`config.mk`:
```
export PLATFORM = sky130hd
export DESIGN_NAME = hazard_stall_unit_flat
export DESIGN_NICKNAME = d
export VERILOG_FILES = /design/src/rtl/hazard_stall_unit_pkg.sv /design/src/rtl/hazard_stall_unit_if.sv /design/src/rtl/hazard_stall_unit_sat_counter.sv /design/src/rtl/hazard_stall_unit.sv /design/src/flat_wrapper.sv
export SDC_FILE = /design/constraint.sdc
export NUM_CORES = 1
export LEC_CHECK = 0
export BUFFER_PORTS_ARGS = -buffer_cell sky130_fd_sc_hd__clkbuf_2
export CAP_MARGIN = 0
export CORE_MARGIN = 1.5
export CORE_UTILIZATION = 58
export DETAILED_ROUTE_END_ITERATION = 7
export PLACE_DENSITY_LB_ADDON = 0.08
export SLEW_MARGIN = 20
export SYNTH_ARGS = -nofsm -noshare
export SYNTH_HDL_FRONTEND = slang
export SYNTH_SLANG_ARGS = --single-unit
```
`constraint.sdc`:
```
create_clock -name clk_i -period 7.55 [get_ports clk_i]
set_input_delay 1.51 -clock clk_i [delete_from_list [all_inputs] [get_ports clk_i]]
set_output_delay 1.51 -clock clk_i [all_outputs]
set_load 0.005 [all_outputs]
```
`src/rtl/hazard_stall_unit_pkg.sv`:
```
// Shared pipeline package for the 5-stage RV32 core.
// It holds two things:
//   - the major opcode constants, which the Control unit also uses;
//   - the state encoding of the hazard/stall unit's miss FSM.
package pipe_pkg;

  localparam logic [6:0] OP_RTYPE  = 7'b0110011;
  localparam logic [6:0] OP_ITYPE  = 7'b0010011;
  localparam logic [6:0] OP_LOAD   = 7'b0000011;
  localparam logic [6:0] OP_STORE  = 7'b0100011;
  localparam logic [6:0] OP_BRANCH = 7'b1100011;

  typedef enum logic {
    ST_RUN      = 1'b0,
    ST_MEM_WAIT = 1'b1
  } hs_state_e;

endpackage

```
`src/rtl/hazard_stall_unit_if.sv`:
```
// Bundle of signals between the ID-stage hazard/stall unit and the rest of
// the pipeline.
//   slave  : the hazard unit. It receives the ID/EX hazard fields and drives
//            the stall/flush controls and the performance counters.
//   master : the pipeline side. It drives the hazard fields and observes the
//            controls.
interface hazard_stall_unit_if #(
  parameter int CNT_W = 32
);
  logic [6:0]       ID_op_i;
  logic [4:0]       ID_rs1_i;
  logic [4:0]       ID_rs2_i;
  logic             EX_MemRead_i;
  logic [4:0]       EX_rd_i;
  logic             branch_taken_i;
  logic             mem_stall_i;
  logic             PCWrite_o;
  logic             IFIDWrite_o;
  logic             IFIDFlush_o;
  logic             NoOp_o;
  logic             pipe_stall_o;
  logic             miss_done_o;
  logic [CNT_W-1:0] bubble_cnt_o;
  logic [CNT_W-1:0] flush_cnt_o;
  logic [CNT_W-1:0] miss_cnt_o;
  logic [CNT_W-1:0] miss_cyc_cnt_o;

  modport slave (
    input  ID_op_i, ID_rs1_i, ID_rs2_i, EX_MemRead_i, EX_rd_i,
           branch_taken_i, mem_stall_i,
    output PCWrite_o, IFIDWrite_o, IFIDFlush_o, NoOp_o, pipe_stall_o,
           miss_done_o, bubble_cnt_o, flush_cnt_o, miss_cnt_o, miss_cyc_cnt_o
  );

  modport master (
    output ID_op_i, ID_rs1_i, ID_rs2_i, EX_MemRead_i, EX_rd_i,
           branch_taken_i, mem_stall_i,
    input  PCWrite_o, IFIDWrite_o, IFIDFlush_o, NoOp_o, pipe_stall_o,
           miss_done_o, bubble_cnt_o, flush_cnt_o, miss_cnt_o, miss_cyc_cnt_o
  );
endinterface

```
`src/rtl/hazard_stall_unit_sat_counter.sv`:
```
// Saturating up-counter used for the performance counters.
// Ports:
//   clk_i : clock
//   rst_i : synchronous, active-high clear
//   inc_i : count enable
//   cnt_o : current count; it holds at all-ones instead of wrapping
module sat_counter #(
  parameter int W = 32
) (
  input  logic         clk_i,
  input  logic         rst_i,
  input  logic         inc_i,
  output logic [W-1:0] cnt_o
);

  logic [W-1:0] cnt_d;
  logic [W-1:0] cnt_q;

  always_comb begin
    cnt_d = cnt_q;
    if (inc_i && (cnt_q != '1)) begin
      cnt_d = cnt_q + 1'b1;
    end
  end

  always_ff @(posedge clk_i) begin
    if (rst_i) begin
      cnt_q <= '0;
    end else begin
      cnt_q <= cnt_d;
    end
  end

  assign cnt_o = cnt_q;

endmodule

```
`src/rtl/hazard_stall_unit.sv`:
```
// ID-stage hazard and stall controller.
// Behaviour:
//   - On a load-use hazard it inserts a bubble: PC and IF/ID are held and
//     NoOp is raised to the Control unit.
//   - On a taken branch it flushes IF/ID.
//   - While the dcache is servicing a miss it freezes the whole pipeline.
//   - It keeps saturating counters for bubbles, flushes, miss events and
//     miss-stall cycles.
// Ports:
//   clk_i, rst_i : clock and synchronous active-high reset
//   bus          : hazard inputs, pipeline controls and counters (slave side)
// Timing: the control outputs are combinational. miss_done_o and the
// counters are registered, so they show an event one cycle after it happens.
module hazard_stall_unit
  import pipe_pkg::*;
#(
  parameter int CNT_W = 32
) (
  input  logic                clk_i,
  input  logic                rst_i,
  hazard_stall_unit_if.slave  bus
);

  logic             uses_rs1;
  logic             uses_rs2;
  logic             load_use;
  logic             bubble_inc;
  logic             flush_inc;
  logic             miss_inc;
  logic             miss_cyc_inc;
  hs_state_e        state_d;
  hs_state_e        state_q;
  logic             miss_done_d;
  logic             miss_done_q;
  logic [CNT_W-1:0] bubble_cnt;
  logic [CNT_W-1:0] flush_cnt;
  logic [CNT_W-1:0] miss_cnt;
  logic [CNT_W-1:0] miss_cyc_cnt;

  // Operand-use decode. An all-zero opcode is a bubble and reads nothing.
  assign uses_rs1 = bus.ID_op_i inside {OP_RTYPE, OP_ITYPE, OP_LOAD, OP_STORE, OP_BRANCH};
  assign uses_rs2 = bus.ID_op_i inside {OP_RTYPE, OP_STORE, OP_BRANCH};

  // x0 is never a real dependency, even when a load names it as rd.
  assign load_use = bus.EX_MemRead_i && (bus.EX_rd_i != 5'd0) &&
                    ((uses_rs1 && (bus.EX_rd_i == bus.ID_rs1_i)) ||
                     (uses_rs2 && (bus.EX_rd_i == bus.ID_rs2_i)));

  // Control outputs, in priority order.
  // A miss stall is a freeze, not a bubble: any hazard or branch seen during
  // it is simply re-evaluated once the stall lifts. A load-use hazard
  // suppresses a taken branch, because that branch may depend on the load
  // and has to be resolved again in the next cycle.
  always_comb begin
    bus.PCWrite_o    = 1'b1;
    bus.IFIDWrite_o  = 1'b1;
    bus.IFIDFlush_o  = 1'b0;
    bus.NoOp_o       = 1'b0;
    bus.pipe_stall_o = 1'b0;
    bubble_inc       = 1'b0;
    flush_inc        = 1'b0;
    if (rst_i) begin
      bus.PCWrite_o   = 1'b0;
      bus.IFIDWrite_o = 1'b0;
      bus.NoOp_o      = 1'b1;
    end else if (bus.mem_stall_i) begin
      bus.PCWrite_o    = 1'b0;
      bus.IFIDWrite_o  = 1'b0;
      bus.pipe_stall_o = 1'b1;
    end else if (load_use) begin
      bus.PCWrite_o   = 1'b0;
      bus.IFIDWrite_o = 1'b0;
      bus.NoOp_o      = 1'b1;
      bubble_inc      = 1'b1;
    end else if (bus.branch_taken_i) begin
      bus.IFIDFlush_o = 1'b1;
      flush_inc       = 1'b1;
    end
  end

  // Miss FSM. If the stall drops for a single cycle and then rises again,
  // the miss_done pulse lands on the same cycle that re-enters MEM_WAIT.
  always_comb begin
    state_d     = state_q;
    miss_done_d = 1'b0;
    miss_inc    = 1'b0;
    unique case (state_q)
      ST_RUN: begin
        if (bus.mem_stall_i) begin
          state_d  = ST_MEM_WAIT;
          miss_inc = 1'b1;
        end
      end
      ST_MEM_WAIT: begin
        if (!bus.mem_stall_i) begin
          state_d     = ST_RUN;
          miss_done_d = 1'b1;
        end
      end
      default: state_d = ST_RUN;
    endcase
  end

  assign miss_cyc_inc = bus.mem_stall_i;

  always_ff @(posedge clk_i) begin
    if (rst_i) begin
      state_q     <= ST_RUN;
      miss_done_q <= 1'b0;
    end else begin
      state_q     <= state_d;
      miss_done_q <= miss_done_d;
    end
  end

  sat_counter #(.W(CNT_W)) u_bubble_cnt (
    .clk_i (clk_i), .rst_i (rst_i), .inc_i (bubble_inc),   .cnt_o (bubble_cnt)
  );
  sat_counter #(.W(CNT_W)) u_flush_cnt (
    .clk_i (clk_i), .rst_i (rst_i), .inc_i (flush_inc),    .cnt_o (flush_cnt)
  );
  sat_counter #(.W(CNT_W)) u_miss_cnt (
    .clk_i (clk_i), .rst_i (rst_i), .inc_i (miss_inc),     .cnt_o (miss_cnt)
  );
  sat_counter #(.W(CNT_W)) u_miss_cyc_cnt (
    .clk_i (clk_i), .rst_i (rst_i), .inc_i (miss_cyc_inc), .cnt_o (miss_cyc_cnt)
  );

  assign bus.miss_done_o    = miss_done_q;
  assign bus.bubble_cnt_o   = bubble_cnt;
  assign bus.flush_cnt_o    = flush_cnt;
  assign bus.miss_cnt_o     = miss_cnt;
  assign bus.miss_cyc_cnt_o = miss_cyc_cnt;

endmodule

```
`src/flat_wrapper.sv`:
```
// flat-port wrapper written by rule: the top's interface ports become plain ports
module hazard_stall_unit_flat import pipe_pkg::*;
#(
  parameter int CNT_W = 32
)
  (clk_i, rst_i, bus_ID_op_i, bus_ID_rs1_i, bus_ID_rs2_i, bus_EX_MemRead_i, bus_EX_rd_i, bus_branch_taken_i, bus_mem_stall_i, bus_PCWrite_o, bus_IFIDWrite_o, bus_IFIDFlush_o, bus_NoOp_o, bus_pipe_stall_o, bus_miss_done_o, bus_bubble_cnt_o, bus_flush_cnt_o, bus_miss_cnt_o, bus_miss_cyc_cnt_o);
  hazard_stall_unit_if #(.CNT_W(CNT_W)) bus_i ();
  input  logic clk_i;
  input  logic rst_i;
  input wire logic [$bits(bus_i.ID_op_i)-1:0] bus_ID_op_i;
  input wire logic [$bits(bus_i.ID_rs1_i)-1:0] bus_ID_rs1_i;
  input wire logic [$bits(bus_i.ID_rs2_i)-1:0] bus_ID_rs2_i;
  input wire logic [$bits(bus_i.EX_MemRead_i)-1:0] bus_EX_MemRead_i;
  input wire logic [$bits(bus_i.EX_rd_i)-1:0] bus_EX_rd_i;
  input wire logic [$bits(bus_i.branch_taken_i)-1:0] bus_branch_taken_i;
  input wire logic [$bits(bus_i.mem_stall_i)-1:0] bus_mem_stall_i;
  output wire logic [$bits(bus_i.PCWrite_o)-1:0] bus_PCWrite_o;
  output wire logic [$bits(bus_i.IFIDWrite_o)-1:0] bus_IFIDWrite_o;
  output wire logic [$bits(bus_i.IFIDFlush_o)-1:0] bus_IFIDFlush_o;
  output wire logic [$bits(bus_i.NoOp_o)-1:0] bus_NoOp_o;
  output wire logic [$bits(bus_i.pipe_stall_o)-1:0] bus_pipe_stall_o;
  output wire logic [$bits(bus_i.miss_done_o)-1:0] bus_miss_done_o;
  output wire logic [$bits(bus_i.bubble_cnt_o)-1:0] bus_bubble_cnt_o;
  output wire logic [$bits(bus_i.flush_cnt_o)-1:0] bus_flush_cnt_o;
  output wire logic [$bits(bus_i.miss_cnt_o)-1:0] bus_miss_cnt_o;
  output wire logic [$bits(bus_i.miss_cyc_cnt_o)-1:0] bus_miss_cyc_cnt_o;
  assign bus_i.ID_op_i = bus_ID_op_i;
  assign bus_i.ID_rs1_i = bus_ID_rs1_i;
  assign bus_i.ID_rs2_i = bus_ID_rs2_i;
  assign bus_i.EX_MemRead_i = bus_EX_MemRead_i;
  assign bus_i.EX_rd_i = bus_EX_rd_i;
  assign bus_i.branch_taken_i = bus_branch_taken_i;
  assign bus_i.mem_stall_i = bus_mem_stall_i;
  assign bus_PCWrite_o = bus_i.PCWrite_o;
  assign bus_IFIDWrite_o = bus_i.IFIDWrite_o;
  assign bus_IFIDFlush_o = bus_i.IFIDFlush_o;
  assign bus_NoOp_o = bus_i.NoOp_o;
  assign bus_pipe_stall_o = bus_i.pipe_stall_o;
  assign bus_miss_done_o = bus_i.miss_done_o;
  assign bus_bubble_cnt_o = bus_i.bubble_cnt_o;
  assign bus_flush_cnt_o = bus_i.flush_cnt_o;
  assign bus_miss_cnt_o = bus_i.miss_cnt_o;
  assign bus_miss_cyc_cnt_o = bus_i.miss_cyc_cnt_o;
  hazard_stall_unit #(.CNT_W(CNT_W)) u_core (.clk_i(clk_i), .rst_i(rst_i), .bus(bus_i));
endmodule
```
==> results.json <==
{
  "status": "completed",
  "finalHoldViolations": 0,
  "cts_sinks": 130,
  "avgSynthCellArea_um2": 8.28,
  "io_buffer_count": 160,
  "crit_slowest_cell": "buf_4",
  "finalMaxSlewViolations": 0,
  "overflow": 0,
  "comb_power_share_pct": 3.1,
  "root_buffer": "clkbuf_8",
  "dp_hpwl_um": 11300,
  "holdBufCountCts": 0,
  "max-slew-margin-rel_pct": 28.4,
  "fin_tns_setup_ns": 0,
  "p_seq_share_pct": 45.0,
  "cts-buffers-inserted": 17,
  "p_leak_nw": 2.91,
  "design_area_um2": 7880,
  "gp_congestion": 0.835,
  "areaGrowthSynthToFinish_pct": 21.5,
  "clock_path_buffers": 2,
  "wl_um": 16600,
  "yosysSeqAreaShare_pct": 40.1,
  "die_w_um": 109,
  "cp-end-kind": "output pin",
  "path_clk_slew_ns": 0.05,
  "layout_setup_ws_ns": 2.66,
  "htree_levels": 4,
  "min_path_type": "reg2reg",
  "yosysTopAreaCell": "dfxtp_1",
  "nets": 957,
  "grt_pass1_vias": 5782,
  "synth_ff_type": "dfxtp_1",
  "worstPathArrival_ns": 3.38,
  "route.met3.wl_um": 1090,
  "p_int_mw": 1.23,
  "drc_errors": 0,
  "netlist_top_cells_area": "dfxtp_1, xnor2_1, a21oi_1, nor2_1, nand4_1",
  "tightest_slew_ns": 1.07,
  "globalRouteTotalUtil_pct": 28.3,
  "place_ws_ns": 2.70,
  "crit_fanout": 83,
  "num_vias": 6503,
  "syn_nets": 814,
  "grt_max_degree": 84,
  "r2r_slack_ns": 4.48,
  "core_um2": 10900,
  "synth_edf_count": 0,
  "crit_chain": "buf_4, buf_4, inv_1, o21ai_0, clkbuf_2",
  "highest_layer": "met4",
  "viasPerCell": 6.03,
  "syn_area_um2": 6480,
  "total_power_mw": 1.54,
  "critical_path.max_stage_delay_ns": 0.64,
  "detail-route-antenna-nets": 0,
  "met1Wirelength_um": 7000,
  "setup_viol": 0,
  "ys_seq_elements": 130,
  "io_pins": 161,
  "cts_post_setup_buffers_inserted": 0,
  "synth.distinct_cells": 52,
  "fmaxAchievable_mhz": 205,
  "antenna_found_initial": 0,
  "netlist.area_leader.share_pct": 40.1,
  "cts_resized": 0,
  "wl_per_cell_um": 15.4,
  "grt_setup_unrepaired": "no",
  "sw_frac_of_total_pct": 20.3,
  "fin_util_pct": 72.4,
  "drv_cap": 0,
  "placed_area_um2": 7290,
  "cts_tree": "built",
  "ys.warnings.count": 0,
  "clkLatencyLatePin_ns": 0.53,
  "drtIter0Drc": 568,
  "irDropWorstVdd_v": 0.000153,
  "worstPathRequired_ns": 6.04,
  "fin_crit_sh_pct": 64.8,
  "clockPowerShare_pct": 51.9,
  "path_class": "in2out",
  "syn_inst": 783,
  "drive_above_1_share_pct": 22.0,
  "rows": 38,
  "grt_first_pass_wirelength_um": 27000,
  "power_density_nw_per_um2": 196,
  "ys_async_sr_fraction_pct": 0,
  "crit_path_start_kind": "input pin",
  "antenna_cells": 0,
  "fp.dieH_um": 109,
  "crit_top_cell": "buf_4",
  "skew_ns": 0.00565,
  "netSwitchingPower_uw": 313,
  "fin_crit_ns": 4.89,
  "dr.pass1.iters": 7,
  "wl_met2_um": 8060,
  "dieArea_um2": 11800,
  "start_util_pct": 59.5
}
## logic make-up after synthesis
family / after synthesis / share of synthesized area (%)
flip-flops: 130 / 40.1
multiplexers: 10 / 1.68
buffers and inverters: 51 / 3.53
AO/OA/AOI/OAI: 146 / 13.6
AND/OR/NAND/NOR: 380 / 31.9
adder cells (fa/ha/maj): 4 / 0.772
XOR/XNOR: 62 / 8.38
## power by group through the flow
stage / Sequential [mW] / Clock, mW / Combinational, mW
after global placement: 0.707 / 0 / 0.0455
after detailed placement: 0.707 / 0 / 0.0474
after CTS: 0.693 / 0.813 / 0.0479
after floorplan: 0.707 / 0 / 0.0288
after global routing: 0.693 / 0.842 / 0.0530
final: 0.693 / 0.800 / 0.0478
## cells in the mapped netlist, types with 13 or more instances
library cell and number:
or3_1 33, xnor2_1 35, dfxtp_1 130, xor2_1 27, inv_1 14, o21ai_0 36
nand2_1 52, o31ai_1 25, and3_1 17, clkbuf_1 21, or4_1 27, nor4_1 13
nand3_1 51, nor3_1 15, nor2_1 77, nand4_1 42, a21oi_1 58
## state kept, by name, indices dropped and copies added, names as in the netlist
signal and count:
u_core.u_flush_cnt.cnt_o 32, u_core.u_miss_cnt.cnt_o 32, u_core.u_miss_cyc_cnt.cnt_o 32, u_core.bus.miss_done_o 1, u_core.u_bubble_cnt.cnt_o 32, u_core.state_q 1
## cells in the final DEF (no fill, tap or decap), types with 17 or more instances in the layout
cell / netlist / final
clkbuf_2: 0 / 159
dfxtp_1: 130 / 130
nor2_1: 77 / 77
a21oi_1: 58 / 58
nand2_1: 52 / 52
nand3_1: 51 / 50
nand4_1: 42 / 42
o21ai_0: 36 / 36
xnor2_1: 35 / 35
or3_1: 33 / 33
or4_1: 27 / 27
xor2_1: 27 / 27
o31ai_1: 25 / 25
and3_1: 17 / 17
## layer usage
metal | vias up | track usage (%)
met5 | - | 0
met4 | 0 | 12.8
met3 | 36 | 7.95
met2 | 207 | 46.0
met1 | 3073 | 34.7
li1 | 3187 | -
## final timing paths
| check | start | to | cells after the start |
|---|---|---|---|
| worst max-delay path | rst_i | bus_NoOp_o | 5 |
| worst min-delay path | u_core.state_q | u_core.bus.miss_done_o | 1 |
| worst max register to register | u_core.u_flush_cnt.cnt_o[0] | u_core.u_flush_cnt.cnt_o[11] | 7 |
| worst min register to register | u_core.state_q | u_core.bus.miss_done_o | 1 |
## layout make-up
cell class / instances / area (um2)
fillers: 867 / 3010
repair buffers: 161 / 811
clock inverters: 4 / 70.1
inverters: 14 / 52.6
clock buffers: 27 / 512
multi-input cells: 602 / 3660
flip-flops and latches: 130 / 2600
well taps: 140 / 175
## metrics by stage
stage | instances | hold WS [ns]
after CTS | 1078 | 0.495
after detailed placement | 1047 | 0.483
after global placement | 1047 | 0.472
after floorplan | 783 | 0.444
after global routing | 1078 | 0.510
final | 1078 | 0.490
## critical path, delay by kind of cell
family,cells,cell delay [ns]
compound gates,1,0.14
buf+inv,4,1.66
No activity file was read; power rests on OpenSTA's default activity.
